### config.mk
export PLATFORM = sky130hd
export DESIGN_NAME = hd44780_seq_reader_flat
export DESIGN_NICKNAME = d
export VERILOG_FILES = /design/src/rtl/hd44780_seq_reader_if.sv /design/src/rtl/hd44780_seq_reader.sv /design/src/flat_wrapper.sv
export SDC_FILE = /design/constraint.sdc
export NUM_CORES = 1
export LEC_CHECK = 0
export ABC_CLOCK_PERIOD_IN_PS = 5700
export BUFFER_PORTS_ARGS = -buffer_cell sky130_fd_sc_hd__buf_2
export CAP_MARGIN = 20
export CORE_ASPECT_RATIO = 1.5
export CORE_MARGIN = 2
export CORE_UTILIZATION = 55
export CTS_CLUSTER_SIZE = 24
export DETAILED_ROUTE_END_ITERATION = 8
export PLACE_DENSITY = 0.79
export SYNTH_ARGS = -nofsm -noshare
export SYNTH_HDL_FRONTEND = slang
export SYNTH_SLANG_ARGS = --single-unit
### constraint.sdc
create_clock -name clk -period 5.7 [get_ports clk]
set_clock_uncertainty 0.15 [all_clocks]
set_input_delay 0.285 -clock clk [delete_from_list [all_inputs] [get_ports clk]]
set_output_delay 0.285 -clock clk [all_outputs]
set_load 0.05 [all_outputs]
### src/rtl/hd44780_seq_reader_if.sv
// hd44780_seq_reader_if
//   Byte channel between the sequence reader and the HD44780 byte/nybble driver.
//   A byte moves on a cycle where byte_valid and byte_ready are both high.
//   Signals:
//     byte_valid  reader -> driver  byte offer
//     byte_ready  driver -> reader  driver can take the offered byte
//     rs          reader -> driver  HD44780 RS for the byte (0 = command, 1 = data)
//     lcd_byte    reader -> driver  byte value
//   Modports: master = reader side, slave = driver side.
interface hd44780_seq_reader_if;
  logic       byte_valid;
  logic       byte_ready;
  logic       rs;
  logic [7:0] lcd_byte;

  modport master (output byte_valid, output rs, output lcd_byte, input byte_ready);
  modport slave  (input byte_valid, input rs, input lcd_byte, output byte_ready);
endinterface

### src/rtl/hd44780_seq_reader.sv
// hd44780_seq_reader
//   Walks hd44780_ram from a start address and executes 16-bit instruction words:
//     op = w[15:14]: 00 SEND byte (rs = w[8], byte = w[7:0]), 01 DELAY w[13:0] units,
//                    10 STOP, 11 JUMP to w[addr_width-1:0].
//   SEND words are offered to the LCD driver on the lcd interface; delays are timed
//   here in units of tick_clks clock cycles.
//   Ports:
//     clk         system clock (also clocks the RAM read port)
//     rst         synchronous active-high reset
//     start       1-cycle pulse, begins execution at start_addr (ignored while busy)
//     start_addr  first word address
//     raddr       RAM read address
//     rdata       RAM read data, valid one cycle after raddr is sampled
//     lcd         byte channel to the driver (master side)
//     busy        high in every state except IDLE
//     done        1-cycle pulse when a STOP word retires
module hd44780_seq_reader #(
  parameter int addr_width = 8,
  parameter int data_width = 16,
  parameter int tick_clks  = 48
) (
  input  logic                  clk,
  input  logic                  rst,
  input  logic                  start,
  input  logic [addr_width-1:0] start_addr,
  output logic [addr_width-1:0] raddr,
  input  logic [data_width-1:0] rdata,
  hd44780_seq_reader_if.master  lcd,
  output logic                  busy,
  output logic                  done
);

  localparam int tick_w = (tick_clks > 1) ? $clog2(tick_clks) : 1;
  localparam logic [tick_w-1:0] tick_last = tick_w'(tick_clks - 1);

  typedef enum logic [2:0] {
    IDLE, FETCH, WAIT, DECODE, SEND, DELAY, DONE
  } state_t;

  typedef enum logic [1:0] {
    OP_SEND  = 2'b00,
    OP_DELAY = 2'b01,
    OP_STOP  = 2'b10,
    OP_JUMP  = 2'b11
  } op_t;

  state_t            state;
  logic [13:0]       unit_count;
  logic [tick_w-1:0] tick;
  op_t               op;

  assign op = op_t'(rdata[15:14]);

  // Sequencer. The RAM read is registered, so a word is only usable in DECODE,
  // two cycles after the address was presented in FETCH. Address increments wrap
  // naturally at 2^addr_width.
  always_ff @(posedge clk) begin
    if (rst) begin
      state          <= IDLE;
      raddr          <= '0;
      busy           <= 1'b0;
      done           <= 1'b0;
      lcd.byte_valid <= 1'b0;
      lcd.rs         <= 1'b0;
      lcd.lcd_byte   <= 8'h00;
      unit_count     <= '0;
      tick           <= '0;
    end else begin
      done <= 1'b0;
      case (state)
        IDLE: begin
          if (start) begin
            raddr <= start_addr;
            busy  <= 1'b1;
            state <= FETCH;
          end
        end
        FETCH:  state <= WAIT;
        WAIT:   state <= DECODE;
        DECODE: begin
          case (op)
            OP_SEND: begin
              lcd.rs         <= rdata[8];
              lcd.lcd_byte   <= rdata[7:0];
              lcd.byte_valid <= 1'b1;
              state          <= SEND;
            end
            OP_DELAY: begin
              if (rdata[13:0] == 14'd0) begin
                raddr <= raddr + addr_width'(1);
                state <= FETCH;
              end else begin
                unit_count <= rdata[13:0];
                tick       <= '0;
                state      <= DELAY;
              end
            end
            OP_STOP: begin
              // done is raised on entry so it is high for exactly the DONE cycle
              done  <= 1'b1;
              state <= DONE;
            end
            OP_JUMP: begin
              raddr <= rdata[addr_width-1:0];
              state <= FETCH;
            end
            default: state <= IDLE;
          endcase
        end
        SEND: begin
          if (lcd.byte_ready) begin
            lcd.byte_valid <= 1'b0;
            raddr          <= raddr + addr_width'(1);
            state          <= FETCH;
          end
        end
        DELAY: begin
          // Leaving on the wrap that would take the unit count to zero keeps the
          // time spent in DELAY at exactly count * tick_clks cycles.
          if (tick == tick_last) begin
            tick <= '0;
            if (unit_count == 14'd1) begin
              unit_count <= '0;
              raddr      <= raddr + addr_width'(1);
              state      <= FETCH;
            end else begin
              unit_count <= unit_count - 14'd1;
            end
          end else begin
            tick <= tick + tick_w'(1);
          end
        end
        DONE: begin
          busy  <= 1'b0;
          state <= IDLE;
        end
        default: state <= IDLE;
      endcase
    end
  end

endmodule
### src/flat_wrapper.sv
// flat-port wrapper written by rule: the top's interface ports become plain ports
module hd44780_seq_reader_flat 
#(
  parameter int addr_width = 8,
  parameter int data_width = 16,
  parameter int tick_clks  = 48
)
  (clk, rst, start, start_addr, raddr, rdata, busy, done, lcd_byte_valid, lcd_rs, lcd_lcd_byte, lcd_byte_ready);
  hd44780_seq_reader_if lcd_i ();
  input  logic clk;
  input  logic rst;
  input  logic start;
  input  logic [addr_width-1:0] start_addr;
  output logic [addr_width-1:0] raddr;
  input  logic [data_width-1:0] rdata;
  output logic busy;
  output logic done;
  output wire logic [$bits(lcd_i.byte_valid)-1:0] lcd_byte_valid;
  output wire logic [$bits(lcd_i.rs)-1:0] lcd_rs;
  output wire logic [$bits(lcd_i.lcd_byte)-1:0] lcd_lcd_byte;
  input wire logic [$bits(lcd_i.byte_ready)-1:0] lcd_byte_ready;
  assign lcd_byte_valid = lcd_i.byte_valid;
  assign lcd_rs = lcd_i.rs;
  assign lcd_lcd_byte = lcd_i.lcd_byte;
  assign lcd_i.byte_ready = lcd_byte_ready;
  hd44780_seq_reader #(.addr_width(addr_width), .data_width(data_width), .tick_clks(tick_clks)) u_core (.clk(clk), .rst(rst), .start(start), .start_addr(start_addr), .raddr(raddr), .rdata(rdata), .lcd(lcd_i), .busy(busy), .done(done));
endmodule
* Yosys cells after proc, flatten, opt, wreduce, memory -nomap -nowiden
Cells that the tools add are included. Widths: inputs -> output; s select.
Word-level totals: input port bits 28, bits in latches 0, memories 0, memory bits (read-only) 0, flip-flop bits (word level) 43, word-level logic and storage cells 77, memory bits (writable) 0
Operators by class: div/mod/pow operators 0, reductions and logical operators 15, shifts and indexed selects 0, muxes and demuxes 29, $add $sub $neg 3, bitwise logic cells 1, $lt $le $gt $ge 0, eq/ne operators 20, $mul 0
Operators by type and width (number):
- $mux 14 | 4
- $mux 8 | 5
- $pmux 8 s4 | 1
- $pmux 14 s2 | 1
- $mux 6 | 3
- $pmux 3 s6 | 1
- $pmux 8 s2 | 1
- $mux 3 | 5
- $eq 14x1->1 const B | 1
- $logic_not 14->1 | 1
- $sub 14x1->14 const B | 1
- $pmux 3 s4 | 1
- $pmux 6 s2 | 1
- $eq 3x3->1 const B | 3
- $add 8x1->8 const B | 1
- $ne 2x2->1 const B | 4
- $reduce_and 4->1 | 2
- $reduce_and 7->1 | 1
- $add 6x1->6 const B | 1
- $eq 3x2->1 const B | 2
- $eq 6x6->1 const B | 1
- $ne 2x1->1 const B | 3
- $ne 3x2->1 const B | 2
- $reduce_and 3->1 | 2
- other kinds (12) | 20

* Logic depth before layout (Yosys ltp)
Gate-level depths: netlist (run 1).
depth in word-level cells 4, mapped depth 8

* Worst setup path before layout (run 1)
No wires, ideal clock.
path kind register to register, from register u_core.unit_count[0], to register u_core.raddr[0], cell stages (with the launch flop) 8, arrival 2.288 ns, period minus slack after synthesis 2.508 ns, setup slack 3.192 ns, data required time 5.480 ns, path through dfxtp_1 > ha_1 > or4b_4 > nor4b_4 > a21oi_2 > buf_6 > or4_1 > a21oi_1
Between the ends: longest elaborated chain between the ends 3
Ends and longest elaborated chain:
- from (decl) | RTL line hd44780_seq_reader.sv:48 | logic [13:0] unit_count;
- from (signal assigned) | RTL line hd44780_seq_reader.sv:93 | unit_count <= rdata[13:0];
- from (signal assigned) | RTL line hd44780_seq_reader.sv:127 | unit_count <= unit_count - 14'd1;
- $eq 14x1->1 | RTL line hd44780_seq_reader.sv:122 | if (unit_count == 14'd1) begin
- $ne 2x1->1 (no source line)
- $reduce_and 7->1 (no source line)
- to (signal assigned) | RTL line hd44780_seq_reader.sv:104 | raddr <= rdata[addr_width-1:0];
- to (signal assigned) | RTL line hd44780_seq_reader.sv:113 | raddr <= raddr + addr_width'(1);
- to (signal assigned) | RTL line hd44780_seq_reader.sv:124 | raddr <= raddr + addr_width'(1);
- to (decl) | RTL line hd44780_seq_reader.sv:26 | output logic [addr_width-1:0] raddr,
Every way passes these cells. A chain may end at the register's enable or synchronous reset.

* Worst setup path in the final report (run 1)
from register u_core.unit_count[0], to register u_core.raddr[4]
Same word-level chain as after synthesis.

==> out/qor.csv, run 1 <==
metric,value,unit
Yosys warning count,0,
design area,0.002843,mm2
hold path start,lcd_byte_ready,
combinational share of power,19.9,%
endpoints failing hold,0,
clk sinks,43,
asr flop ratio synth,0,%
clk slew on worst S/H paths,80,ps
largest net degree at the start of global routing,42,
reg2reg setup slack,2360,ps
CTS Buffer Depth,2,
Seq cells post-synth,43,
status,completed,
Reg-to-Reg End,u_core.raddr[4],
Cell Rows,30,
drt wl/cell,17.24,um
fin crit share,58.58,%
routability cong.,0.9101,
Placed Cells incl. Taps,401,
initial antenna violation count,0,
Leakage,1.103,nW
DRT iter0 DRCs,160,
CTS tree,yes,
"commonest non-fill, non-tap cells in the layout","buf_2, dfxtp_1, nor2_1, nand2_1, a21oi_1",
Die ar.,0.005184,mm2
VDD IR max,0.1579,mV
Worst slew margin,29.81,%
fin nets,392,
global route overflow,0,
Max Freq,299.5,MHz
Clk pwr share,28.3,%
dpl hpwl,5.069,mm
Hold Crit Class,in2reg,
Post-synth EDFFs,0,
die width,59.46,um
fin cells,407,
Core ar.,0.004467,mm2
hold path endpoint,u_core.lcd.byte_valid,
reg2reg start,u_core.unit_count[0],
Seq pwr share,51.8,%
Post-Synthesis Cell Area,0.002537,mm2
crit path DAT,3370,ps
CTS root buffer,clkbuf_8,
Tot Pwr,0.6318,mW
gr usage total,28.93,%
# diodes,0,
port bufs,47,
"most common cell after layout, fill and taps aside",buf_2,
fin crit period,3339,ps
Unique masters post-synth,55,
Post-Place Cell Area,0.002770,mm2
synth-to-layout area growth,12.03,%
final routed DRC violation total,0,
post-CTS resize count,0,
unrepaired setup endpoints after global routing,false,
clk_lat worst skew,280,ps
post-layout util,63.64,%
Worst Setup End Kind,flop,
Initial Utilization,56.81,%
setup_tns,0,ps
cts hold-fix bufs,0,
Post CTS Setup Buffer Count,0,
H-tree levels,2,
post-route ant nets,0,
WL final,7.017,mm
Filler Cell Count,406,
first-pass GRT wire length,11.69,mm
Worst Tran Pin Value,1047,ps
PwrDens,222.2,mW/mm2
Mapped Avg Cell Area,7.880,um2
"Seq/Total Area, Yosys",33.93,%
share of cells above drive strength 1,17.27,%
worst hold path cell count,3,
Vias/cell,6.553,
P_int,0.4347,mW
Worst R2R Path Depth,6,
critical path class,reg2reg,
I/O Pins,48,
maximum fanout along the worst path,17,
P_sw,0.1970,mW
number of global-route vias before repair,2430,
via count,2667,
"Net Count, Synth",354,
Switching Fraction,31.19,%
max-cap violations,0,
Max Slew Vio Count,0,
first-pass detailed-route iteration total,6,
Most used DFF post-synth,dfxtp_1,
DIE HEIGHT,87.19,um
Syn Inst Count,322,
Worst Setup Start Kind,flop,
CP required,5730,ps
CTS Buf Count,5,
# setup viols final,0,
## worst max-delay path, stage by stage (launching register included)
cell     delay, ps
dfxtp_1        410
ha_1           180
or4b_4         480
nor4b_4        840
a21oi_2        310
or3_1          550
o31ai_1        310
## how the worst max path moves through the flow
stage	startpoint	endpoint	depth (start not counted)	slack (ps)
floorplan	u_core.unit_count[0]	u_core.raddr[0]	7	3190
global placement	u_core.unit_count[1]	u_core.raddr[7]	7	2510
detailed placement	u_core.unit_count[1]	u_core.raddr[4]	7	2380
CTS	u_core.unit_count[0]	u_core.raddr[4]	6	2390
global route	u_core.unit_count[1]	u_core.raddr[4]	7	2170
finish	u_core.unit_count[0]	u_core.raddr[4]	6	2360
## final cells by class
type | count | area, um2 | share of cell area, %
Clock buffer | 6 | 72.57 | 2.553
Timing Repair Buffer | 49 | 250.2 | 8.803
Multi-Input combinational cell | 250 | 1558 | 54.80
Inverter | 11 | 41.29 | 1.452
Tap cell | 48 | 60.06 | 2.113
Sequential cell | 43 | 860.8 | 30.28
## power groups by stage
| stage | sequential [mW] | clock (mW) | combinational, mW |
|---|---|---|---|
| 3_5_place_dp | 0.333 | 0 | 0.124 |
| 3_3_place_gp | 0.333 | 0 | 0.123 |
| 2_1_floorplan | 0.355 | 0 | 0.0651 |
| 6_report | 0.327 | 0.179 | 0.126 |
| 4_1_cts | 0.326 | 0.182 | 0.124 |
| 5_1_grt | 0.329 | 0.191 | 0.136 |
## synthesized netlist by cell type, types with 5 or more instances
| cell | n | area [um2] |
|---|---|---|
| nor4_1 | 14 | 87.58 |
| nand3_1 | 10 | 50.05 |
| dfxtp_1 | 43 | 860.8 |
| nor3_1 | 15 | 75.07 |
| a211oi_1 | 11 | 82.58 |
| inv_1 | 11 | 41.29 |
| o21ai_0 | 14 | 70.07 |
| nand2_1 | 34 | 127.6 |
| a21oi_1 | 20 | 100.1 |
| nor2_1 | 34 | 127.6 |
| o31ai_1 | 8 | 60.06 |
| clkbuf_1 | 12 | 45.04 |
| a31oi_1 | 5 | 31.28 |
| mux2i_1 | 11 | 110.1 |
## routing by layer
layer / share of wire [%] / GRT usage (%) / vias to the layer above
met5: 0 / 0 / -
met4: 3.3 / 12.19 / 0
met3: 5.6 / 3.418 / 26
met2: 50 / 48.05 / 126
met1: 41 / 37.04 / 1224
li1: - / - / 1291
## kinds of logic after synthesis
group / share of synthesized area (%)
AOI/OAI and AO/OA: 24.71
xor gates and xnor gates: 0.6905
adders and majority gates: 1.972
buffers and inverters: 4.881
DFF: 33.93
muxes: 4.339
and+or+nand+nor: 29.49
## per-stage QoR
| stage | setup slack (ps) | hold slack [ps] |
|---|---|---|
| global route | 2174 | 139.2 |
| detailed placement | 2380 | 310.0 |
| floorplan | 3192 | 282.6 |
| CTS | 2386 | 136.9 |
| finish | 2361 | 139.6 |
| global placement | 2513 | 292.9 |
## registers in the layout, indices dropped and copies added, names as in the netlist
register               count
u_core.lcd.byte_valid      1
u_core.raddr               8
u_core.state               3
u_core.lcd.rs              1
u_core.unit_count         14
u_core.busy                1
u_core.done                1
u_core.tick                6
u_core.lcd.lcd_byte        8
(Power assumes the default switching activity.)
==> run 2, diff against run 1 <==
ABC_CLOCK_PERIOD_IN_PS = 2900   (was 5700)
CORE_UTILIZATION = 50   (was 55)
PLACE_DENSITY = 0.76   (was 0.79)
clock period = 2.9 ns   (was 5.7 ns; I/O delays follow)
==> out/qor.csv, run 2 (same netlist as run 1, synthesis figures left out) <==
metric,value,unit
CP required,2950,ps
dpl hpwl,5.078,mm
synth-to-layout area growth,16.72,%
Die ar.,0.005673,mm2
Worst Setup End Kind,flop,
clk slew on worst S/H paths,90,ps
Worst path max stage delay,510,ps
worst hold path cell count,3,
Worst path slowest cell,or3_1,
Leakage,1.156,nW
Initial Utilization,52.34,%
Cell Rows,31,
via count,2700,
Top Registers,"u_core.unit_count x14, u_core.lcd.lcd_byte x8, u_core.raddr x8",
clk_lat worst skew,300,ps
unrepaired setup endpoints after global routing,false,
# setup viols final,0,
CTS root buffer,clkbuf_8,
max FFs per register,14,
DIE HEIGHT,91.25,um
H-tree levels,2,
Filler Cell Count,447,
share of cells above drive strength 1,19.73,%
status,completed,
Post CTS Setup Buffer Count,0,
Placed Cells incl. Taps,427,
setup_tns,0,ps
first-pass GRT wire length,11.87,mm
clk sinks,43,
first-pass detailed-route iteration total,7,
Core ar.,0.004848,mm2
critical path class,reg2reg,
endpoints failing hold,0,
Worst Setup Start Kind,flop,
maximum fanout along the worst path,11,
crit path DAT,2710,ps
fin crit share,91.74,%
VDD IR max,0.3617,mV
fin nets,401,
routability cong.,0.9017,
largest net degree at the start of global routing,42,
I/O Pins,48,
fin cells,436,
PwrDens,441.5,mW/mm2
fin crit period,2660,ps
WL final,7.167,mm
Worst slew margin,48.62,%
CP cell instances,inv_1 -> ha_1 -> or4b_4 -> nor4b_4 -> a21oi_2 -> or3_1 -> o32ai_1,
CTS tree,yes,
"most common cell after layout, fill and taps aside",buf_2,
max-cap violations,0,
gr usage total,25.55,%
DRT iter0 DRCs,164,
Worst R2R Path Depth,7,
Vias/cell,6.193,
Hold Crit Class,in2reg,
die width,62.17,um
Max Freq,375.9,MHz
post-route ant nets,0,
Worst Tran Pin Value,763.7,ps
final routed DRC violation total,0,
Reg with most FFs,u_core.unit_count,
CTS Buf Count,5,
# diodes,0,
number of global-route vias before repair,2424,
"commonest non-fill, non-tap cells in the layout","buf_2, dfxtp_1, nor2_1, nand2_1, a21oi_1",
Max Slew Vio Count,0,
CTS Buffer Depth,2,
port bufs,47,
initial antenna violation count,0,
drt wl/cell,16.44,um
global route overflow,0,
run 2: cell count changes in the layout (fill, tap and decap cells not counted):
cell	change
clkinv_4	+1
clkbuf_8	+1
buf_4	+8
clkinvlp_4	+1
clkbuf_1	-1
dlygate4sd3_1	+1
run 2: per-layer routing:
| layer | up-vias | global-route usage [%] | share of wire, % | wire [um] |
|---|---|---|---|---|
| met3 | 14 | 2.726 | 5.5 | 397 |
| met5 | - | 0 | 0 | 0 |
| met4 | 0 | 8.704 | 1.9 | 138 |
| met2 | 106 | 45.20 | 51 | 3676 |
| met1 | 1268 | 32.12 | 41 | 2954 |
| li1 | 1312 | - | - | - |
run 2: final timing paths:
kind / end / startpoint / slack [ps]
max: u_core.raddr[6] / u_core.unit_count[1] / 240
min: u_core.unit_count[8] / rdata[8] / 3
max reg2reg: u_core.raddr[6] / u_core.unit_count[1] / 240
min reg2reg: u_core.tick[5] / u_core.tick[5] / 320
run 2: final cells by class:
type | count | area (um2) | area share [%]
Tap cell | 66 | 82.58 | 2.788
Clock buffer | 6 | 82.58 | 2.788
Sequential cell | 43 | 860.8 | 29.07
Clock inverter | 2 | 16.27 | 0.5492
Multi-Input combinational cell | 250 | 1558 | 52.60
Inverter | 11 | 41.29 | 1.394
Timing Repair Buffer | 58 | 320.3 | 10.82
run 2: worst max-delay path, delay by kind of cell, from the launching register on:
| kind | cells | cell delay [ps] |
|---|---|---|
| buffers and inverters | 1 | 110 |
| AO/OA/AOI/OAI | 2 | 490 |
| adder cells (fa/ha/maj) | 1 | 160 |
| AND/OR/NAND/NOR | 3 | 1300 |
| flip-flops | 1 | 340 |
run 2: timing repair:
action,CTS,global route
gates resized for setup,0,0
hold buffers,1,0
hold endpoints to repair,1,0
run 2: report_power, final:
part / switching (mW) / internal (mW)
Sequential: 0.0306 / 0.612
Clock: 0.218 / 0.195
Combinational: 0.167 / 0.0865
run 2: stage by stage:
step	power [mW]	area [um2]	setup WS (ps)	util (%)	hold slack, ps
after CTS	1.304	2962	244.7	61.08	0.6622
after global placement	0.9007	2853	327.4	58.84	293.4
final	1.308	2962	239.5	61.08	3.395
after detailed placement	0.9021	2853	282.5	58.84	301.7
after floorplan	0.8251	2537	391.7	-	142.6
after global routing	1.365	2962	60.39	61.08	0.5123
